<file path="src/rtl/fifo_rr_arbiter.sv">
// rtl/fifo_rr_arbiter.sv - round-robin burst arbiter merging N_CH upstream FIFOs into one registered stream
module fifo_rr_arbiter #(
  parameter int Nb    = 8,
  parameter int N_CH  = 4,
  parameter int BURST = 4,
  parameter int CW    = (N_CH > 1) ? $clog2(N_CH) : 1
) (
  input  logic                 clk,
  input  logic                 reset,
  input  logic [N_CH-1:0]      chan_en,
  input  logic [N_CH-1:0]      in_valid,
  input  logic [N_CH*Nb-1:0]   in_data,
  output logic [N_CH-1:0]      in_ready,
  output logic                 out_valid,
  input  logic                 out_ready,
  output logic [Nb-1:0]        out_data,
  output logic [CW-1:0]        out_chan,
  output logic                 busy,
  output logic [CW-1:0]        grant
);

  localparam int BW = $clog2(BURST + 1);

  typedef enum logic {IDLE, GRANT} state_t;

  state_t          state;
  state_t          state_nxt;
  logic [CW-1:0]   last;
  logic [CW-1:0]   sel;
  logic [CW-1:0]   idx;
  logic            found;
  logic [BW-1:0]   beat;
  logic [N_CH-1:0] req;
  logic            pop_ok;
  logic            cur_valid;
  logic [Nb-1:0]   cur_word;
  logic            xfer;
  logic            drained;
  logic            burst_done;

  assign req = in_valid & chan_en;

  // Pick the first requesting channel after the last one served, wrapping around.
  always_comb begin
    sel   = '0;
    found = 1'b0;
    idx   = '0;
    for (int k = 1; k <= N_CH; k++) begin
      idx = CW'((int'(last) + k) % N_CH);
      if (!found && req[idx]) begin
        sel   = idx;
        found = 1'b1;
      end
    end
  end

  // Select the valid flag and word of the granted channel.
  always_comb begin
    cur_valid = 1'b0;
    cur_word  = '0;
    for (int i = 0; i < N_CH; i++) begin
      if (grant == CW'(i)) begin
        cur_valid = in_valid[i];
        cur_word  = in_data[i*Nb +: Nb];
      end
    end
  end

  // The output register can take a new word when empty or being drained this cycle.
  assign pop_ok     = !out_valid || out_ready;
  assign busy       = (state == GRANT);
  assign xfer       = busy && pop_ok && cur_valid;
  // A stall due only to backpressure keeps the grant; an empty channel ends it.
  assign drained    = busy && pop_ok && !cur_valid;
  assign burst_done = xfer && (beat == BW'(BURST - 1));

  // Next-state decode and the pop strobe toward the granted channel.
  always_comb begin
    state_nxt = state;
    in_ready  = '0;
    case (state)
      IDLE: begin
        if (found) state_nxt = GRANT;
      end
      GRANT: begin
        if (pop_ok) in_ready = N_CH'(1) << grant;
        if (burst_done || drained) state_nxt = IDLE;
      end
      default: state_nxt = IDLE;
    endcase
  end

  // Arbitration state: FSM, current grant, round-robin pointer and beat count.
  always_ff @(posedge clk or negedge reset) begin
    if (!reset) begin
      state <= IDLE;
      grant <= '0;
      last  <= CW'(N_CH - 1);
      beat  <= '0;
    end else begin
      state <= state_nxt;
      if (state == IDLE && found) grant <= sel;
      if (busy && (burst_done || drained)) begin
        last <= grant;
        beat <= '0;
      end else if (xfer) begin
        beat <= beat + BW'(1);
      end
    end
  end

  // Output register: load on transfer, clear valid once accepted with nothing new.
  always_ff @(posedge clk or negedge reset) begin
    if (!reset) begin
      out_valid <= 1'b0;
      out_data  <= '0;
      out_chan  <= '0;
    end else if (xfer) begin
      out_valid <= 1'b1;
      out_data  <= cur_word;
      out_chan  <= grant;
    end else if (out_valid && out_ready) begin
      out_valid <= 1'b0;
    end
  end

endmodule

</file>
<file path="config.mk">
export PLATFORM = sky130hd
export DESIGN_NAME = fifo_rr_arbiter
export DESIGN_NICKNAME = d
export VERILOG_FILES = /design/src/rtl/fifo_rr_arbiter.sv
export SDC_FILE = /design/constraint.sdc
export NUM_CORES = 1
export LEC_CHECK = 0
export ABC_AREA = 1
export CORE_ASPECT_RATIO = 0.5
export CORE_MARGIN = 2
export CORE_UTILIZATION = 37
export CTS_CLUSTER_DIAMETER = 30
export DETAILED_ROUTE_END_ITERATION = 10
export MAX_ROUTING_LAYER = met4
export PLACE_DENSITY = 0.8
export SYNTH_ARGS = -nofsm -noshare
export SYNTH_HDL_FRONTEND = slang
export SYNTH_SLANG_ARGS = --single-unit
</file>
<file path="constraint.sdc">
create_clock -name clk -period 1.3 [get_ports clk]
set_input_delay 0.26 -clock clk [delete_from_list [all_inputs] [get_ports clk]]
set_output_delay 0.26 -clock clk [all_outputs]
set_load 0.005 [all_outputs]
</file>
# Word-level counts from Yosys, hierarchy flattened

Cells that the tools add are included.

$lt $le $gt $ge: 4
Shifts and indexed selects: 1
Multiplexer cells: 33
Bitwise gates (word level): 2
Equality and inequality tests: 4
Reductions and logical operators: 20
Add/subtract/negate cells: 5

Operators with widths:

| cell                                                                         | number |
|---|---|
| 8-bit 2-to-1 mux                                                             | 4 |
| 1-bit 2-to-1 mux                                                             | 16 |
| 2-bit by 3-bit less-than comparator with 1-bit output, second input constant | 4 |
| 1-bit logical AND                                                            | 10 |
| 1-bit binary-select mux with 2-bit select                                    | 4 |
| 2-bit 2-to-1 mux                                                             | 4 |
| 4-bit 2-to-1 mux                                                             | 2 |
| 3-bit 2-to-1 mux                                                             | 2 |
| 1-bit zero test                                                              | 5 |
| 2-bit by 1-bit adder with 2-bit output, second input constant                | 2 |
| 2-bit adder, second input constant                                           | 2 |
| 4-bit bitwise AND                                                            | 1 |
| 2-bit == test, second input constant                                         | 2 |
| 2-bit nonzero test                                                           | 2 |
| 1-bit by 2-bit left shift with 4-bit output, first input constant            | 1 |
| 3-bit by 1-bit adder with 3-bit output, second input constant                | 1 |
| 3-bit by 2-bit == test with 1-bit output, second input constant              | 1 |
| 2-bit by 1-bit == test with 1-bit output, second input constant              | 1 |
| 2-bit zero test                                                              | 1 |
| 1-bit logical OR                                                             | 2 |
| 1-bit case mux with 2 select lines                                           | 1 |
| 1-bit inverter                                                               | 1 |

Register bits after elaboration: 19
Output and inout bits: 18

# Depth between registers and ports, before layout

Depth after elaboration: 15
Gate-level depth with buffers: 11

# Worst setup path before layout

No wires, ideal clock.

Path type: register to register
Start: register grant[0]
End: register out_data[6]
Library setup time: 0.118 ns
Slack: -0.148 ns
Data arrival time: 1.330 ns
Cell stages (with the launch flop): 9
Cell sequence: dfrtp_1 > nor2_4 > clkinv_1 > nor2_1 > o21ai_2 > nand2_2 > buf_6 > a21oi_2 > a21o_1

Word-level cells in the longest chain between the ends: 6
Elaborated cells on any way between the ends: 13
Those cells by class: eq/ne (3); mux (8); reduce/logical (2)

RTL lines:

| what                           | line | source |
|---|---|---|
| from (decl)                    | 19   | `output logic [CW-1:0] grant` |
| from (signal assigned)         | 102  | `if (state == IDLE && found) grant <= sel;` |
| 2-bit zero test                | 62   | `if (grant == CW'(i)) begin` |
| 1-bit 2-to-1 mux (4 in series) | 62   |  |
| 1-bit logical AND              | 72   | `assign xfer = busy && pop_ok && cur_valid;` |
| to (signal assigned)           | 120  | `out_data <= cur_word;` |
| to (decl)                      | 16   | `output logic [Nb-1:0] out_data,` |

Several ways; a longest one is shown, not always the timed one.
A chain may end at the register's enable or synchronous reset.

# Worst setup path after layout

Start: register grant[0]
End: register beat[2]

Word-level cells in the longest chain between the ends: 10
Elaborated cells on any way between the ends: 16
Those cells by class: eq/ne (3); mux (5); reduce/logical (8)

RTL lines:

| what                                                   | line   | source |
|---|---|---|
| 2-bit zero test                                        | 62     |  |
| 1-bit 2-to-1 mux (3 in series)                         | 62     |  |
| 1-bit 2-to-1 mux (*)                                   | 62     |  |
| 1-bit logical AND or 1-bit zero test (tied branches)   | 72, 74 |  |
| 1-bit logical AND (on tied branches)                   | 75, 74 |  |
| 1-bit logical OR                                       | 103    | `if (busy && (burst_done \|\| drained)) begin` |
| 1-bit logical AND                                      | 103    |  |
| 3-bit 2-to-1 mux or 2-bit nonzero test (tied branches) | -      |  |
| to (signal assigned)                                   | 107    | `beat <= beat + BW'(1);` |
| to (decl)                                              | 32     | `logic [BW-1:0] beat;` |

Every way passes the cells marked *; elsewhere a longest branch is shown, timed or not.

==> results.yml <==
pwr:
  leakagePower_nw: 1.21
  powerDensity_nw_per_um2: 2400
  p_seq_share_pct: 20.2
  p_clk_share_pct: 7.4
  pwr-share-comb_pct: 72.5
  power_switching_mw: 2.78
  switching_share_pct: 47.0
  vdd_drop_max_v: 0.000842
  intPower_mw: 3.13
timing:
  slew_violations: 0
  period_share_pct: 125
  layout_min_cycle_time_ps: 1630
  hold_viol: 0
  fmax_mhz: 613
  slew_headroom_pct: 80.2
  holdWs_ps: 354
  tightest_slew_ps: 296
  final.setup.worst_slack_ps: -331
  rsz0062_at_grt: "true"
  fin_tns_setup_ps: -5550
  setup_viol: 23
  skew_ps: 5.18
synth:
  synth_xor_area_share_pct: 0
  synth_mux_area_share_pct: 0
  avgSynthCellArea_um2: 6.60
  syn_nets: 239
  ys.flop_type: "dfrtp_1"
  ys_ff_latch: 19
  async_reset_ff_share_pct: 100
  synth_top_family_by_area: "simple AND/OR/NAND/NOR gates"
  yosys_warnings: 0
  synthCells: 194
  synthSimpleGateAreaFrac_pct: 40.4
  synthesis.area_um2: 1280
  synth-edff-count: 0
  ys_seq_area_share_pct: 37.3
  netlist-cell-type-count: 26
  synthAdderAreaFrac_pct: 1.95
  synth-compound-area-share_pct: 13.7
clock_network:
  clk_pin_slew_ps: 80
  cts.sinks: 19
  cts_buffers: 3
  clock_path_buffers: 2
  htree_levels: 1
  cts_tree: "yes"
  cts-root-buf: "clkbuf_8"
  clk_latency_ps: 260
die:
  fp-row-count: 15
  start_util_pct: 37.9
  core_area_um2: 3380
  die_w_um: 87.2
  dieHeight_um: 45.6
  pin_count: 61
  die_area_um2: 3980
grt:
  track_usage_pct: 21.8
  grt_pass1_wl_mm: 6.40
  grt_pass1_vias: 1460
  antenna_found_initial: 0
  grt-ovfl-total: 0
  grt_max_degree: 20
finish:
  antenna-diode-count: 0
  drive_above_1_share_pct: 36.3
  fin_nets: 335
  syn_to_final_growth_pct: 92.1
placement:
  numPortBuffers: 60
  pre_cts_slack_ps: -639
  routabilityCongestion: 0.834
  dpl.hpwl_mm: 3.05
outcome:
  status: "complete, but fails checks"
  violations: "setup timing"
worst_setup_path:
  endpoint_kind: "register"
  critPathMaxFanout: 7
  cp.required_ps: 1470
  r2r_slack_ps: -330
  startpoint_type: "register"
  path_class: "reg2reg"
  crit_arrival_ps: 1800
detailed_routing:
  firstDrtPassIters: 4
  drc: 0
  drt-vias-per-instance: 5.15
  initialDrtViolationCount: 54
  drtAntennaViolNets: 0
  wl_mm: 5.09
  wl_per_cell_um: 15.4
  num_vias: 1704
run:
  maxCapViolCount: 0
hold_path:
  min_path_type: "in2async"
## Yosys cell counts, types with 6 or more instances
cell | number | share of area [%]
inv_1 | 10 | 2.9
nand2_1 | 81 | 24
nand3_1 | 23 | 9.0
o21ai_1 | 9 | 3.5
o21ai_0 | 6 | 2.3
nor2_1 | 11 | 3.2
dfrtp_1 | 17 | 33
a21oi_1 | 9 | 3.5
## power groups by stage
stage	clock, mW	combinational [mW]	sequential, mW
after detailed placement	0	3.24	1.12
final	0.434	4.28	1.19
after CTS	0.422	3.44	1.12
after floorplan	0	1.81	1.12
after global placement	0	3.16	1.11
after global routing	0.460	4.63	1.23
## stage by stage
step | area (um^2) | std cells | total power, mW | utilization (%)
finish | 2460 | 331 | 5.90 | 72.9
global route | 2460 | 331 | 6.32 | 72.9
CTS | 2270 | 328 | 4.98 | 67.1
detailed placement | 2140 | 315 | 4.36 | 63.4
global placement | 2140 | 315 | 4.27 | 63.4
floorplan | 1320 | 194 | 2.93 | -
## sequential cells by signal, summed over array words and instances, names as in the netlist
name / count
beat: 3
busy: 1
grant: 2
last: 2
out_chan: 2
out_data: 8
out_valid: 1
## final timing paths
path                             startpoint          end  depth (start not counted)
worst min register to register  out_data[1]  out_data[1]                          2
max in group asynchronous             reset      last[0]                          2
worst max-delay path               grant[0]      beat[2]                          9
worst min-delay path                  reset    out_valid                          2
worst max register to register     grant[0]      beat[2]                          9
min in group clk                  out_ready    out_valid                          2
## layer usage
layer / part of all wire, % / track usage (%) / vias up
met2: 53 / 39.5 / 56
li1: - / - / 829
met1: 40 / 25.5 / 809
met5: 0 / - / -
met4: 1.7 / 5.54 / 0
met3: 5.0 / 4.35 / 10
## critical path: stages, from the launching register on
cell and delay, ps:
dfrtp_2 500, inv_2 100, nor2_1 50, nor2_1 110, nand2_1 100, o21ai_4 190
nand2_2 120, nor2_2 110, inv_1 70, o22ai_1 170
## layout by cell type, fill, tap and decap left out, types with 2 or more instances in the layout
cell,instances
o21ai_1,8
dfstp_2,2
nor2_1,4
dfrtp_2,2
buf_4,24
nand4_1,2
clkdlybuf4s15_1,2
nand3_1,22
o21ai_2,6
nand2_1,54
nor3_2,2
nand2_4,9
a21oi_1,8
clkbuf_8,3
nor2_4,4
nand2_2,20
inv_1,7
dfrtp_1,15
a21o_1,2
ha_1,2
clkdlybuf4s50_1,41
buf_12,2
a21oi_2,2
dlygate4sd2_1,12
inv_2,4
buf_2,4
nor2_2,5
buf_6,9
## layout make-up
cell class | instances | area (um^2)
clock buffer | 4 | 45.0
inverter | 14 | 61.3
multi-input combinational | 156 | 915
tap | 42 | 52.6
timing repair buffer | 96 | 907
sequential | 19 | 480
fill | 256 | 917
## kinds of logic (layout without fill, tap and decap cells)
kind of cell             count (synthesis)  in the layout
AO/OA/AOI/OAI                           31             31
adder cells (fa/ha/maj)                  2              2
buffers and inverters                   19            114
flip-flops                              19             19
AND/OR/NAND/NOR                        123            123
## repair_timing
action | in CTS | in global routing
setup endpoints to repair | 37 | 25
buffers inserted | 9 | 2
gates cloned | 0 | 1
resized for setup | 52 | 48
pin swaps | 6 | 19
hold buffers | 0 | 0
Power figures use the tool's default switching activity.
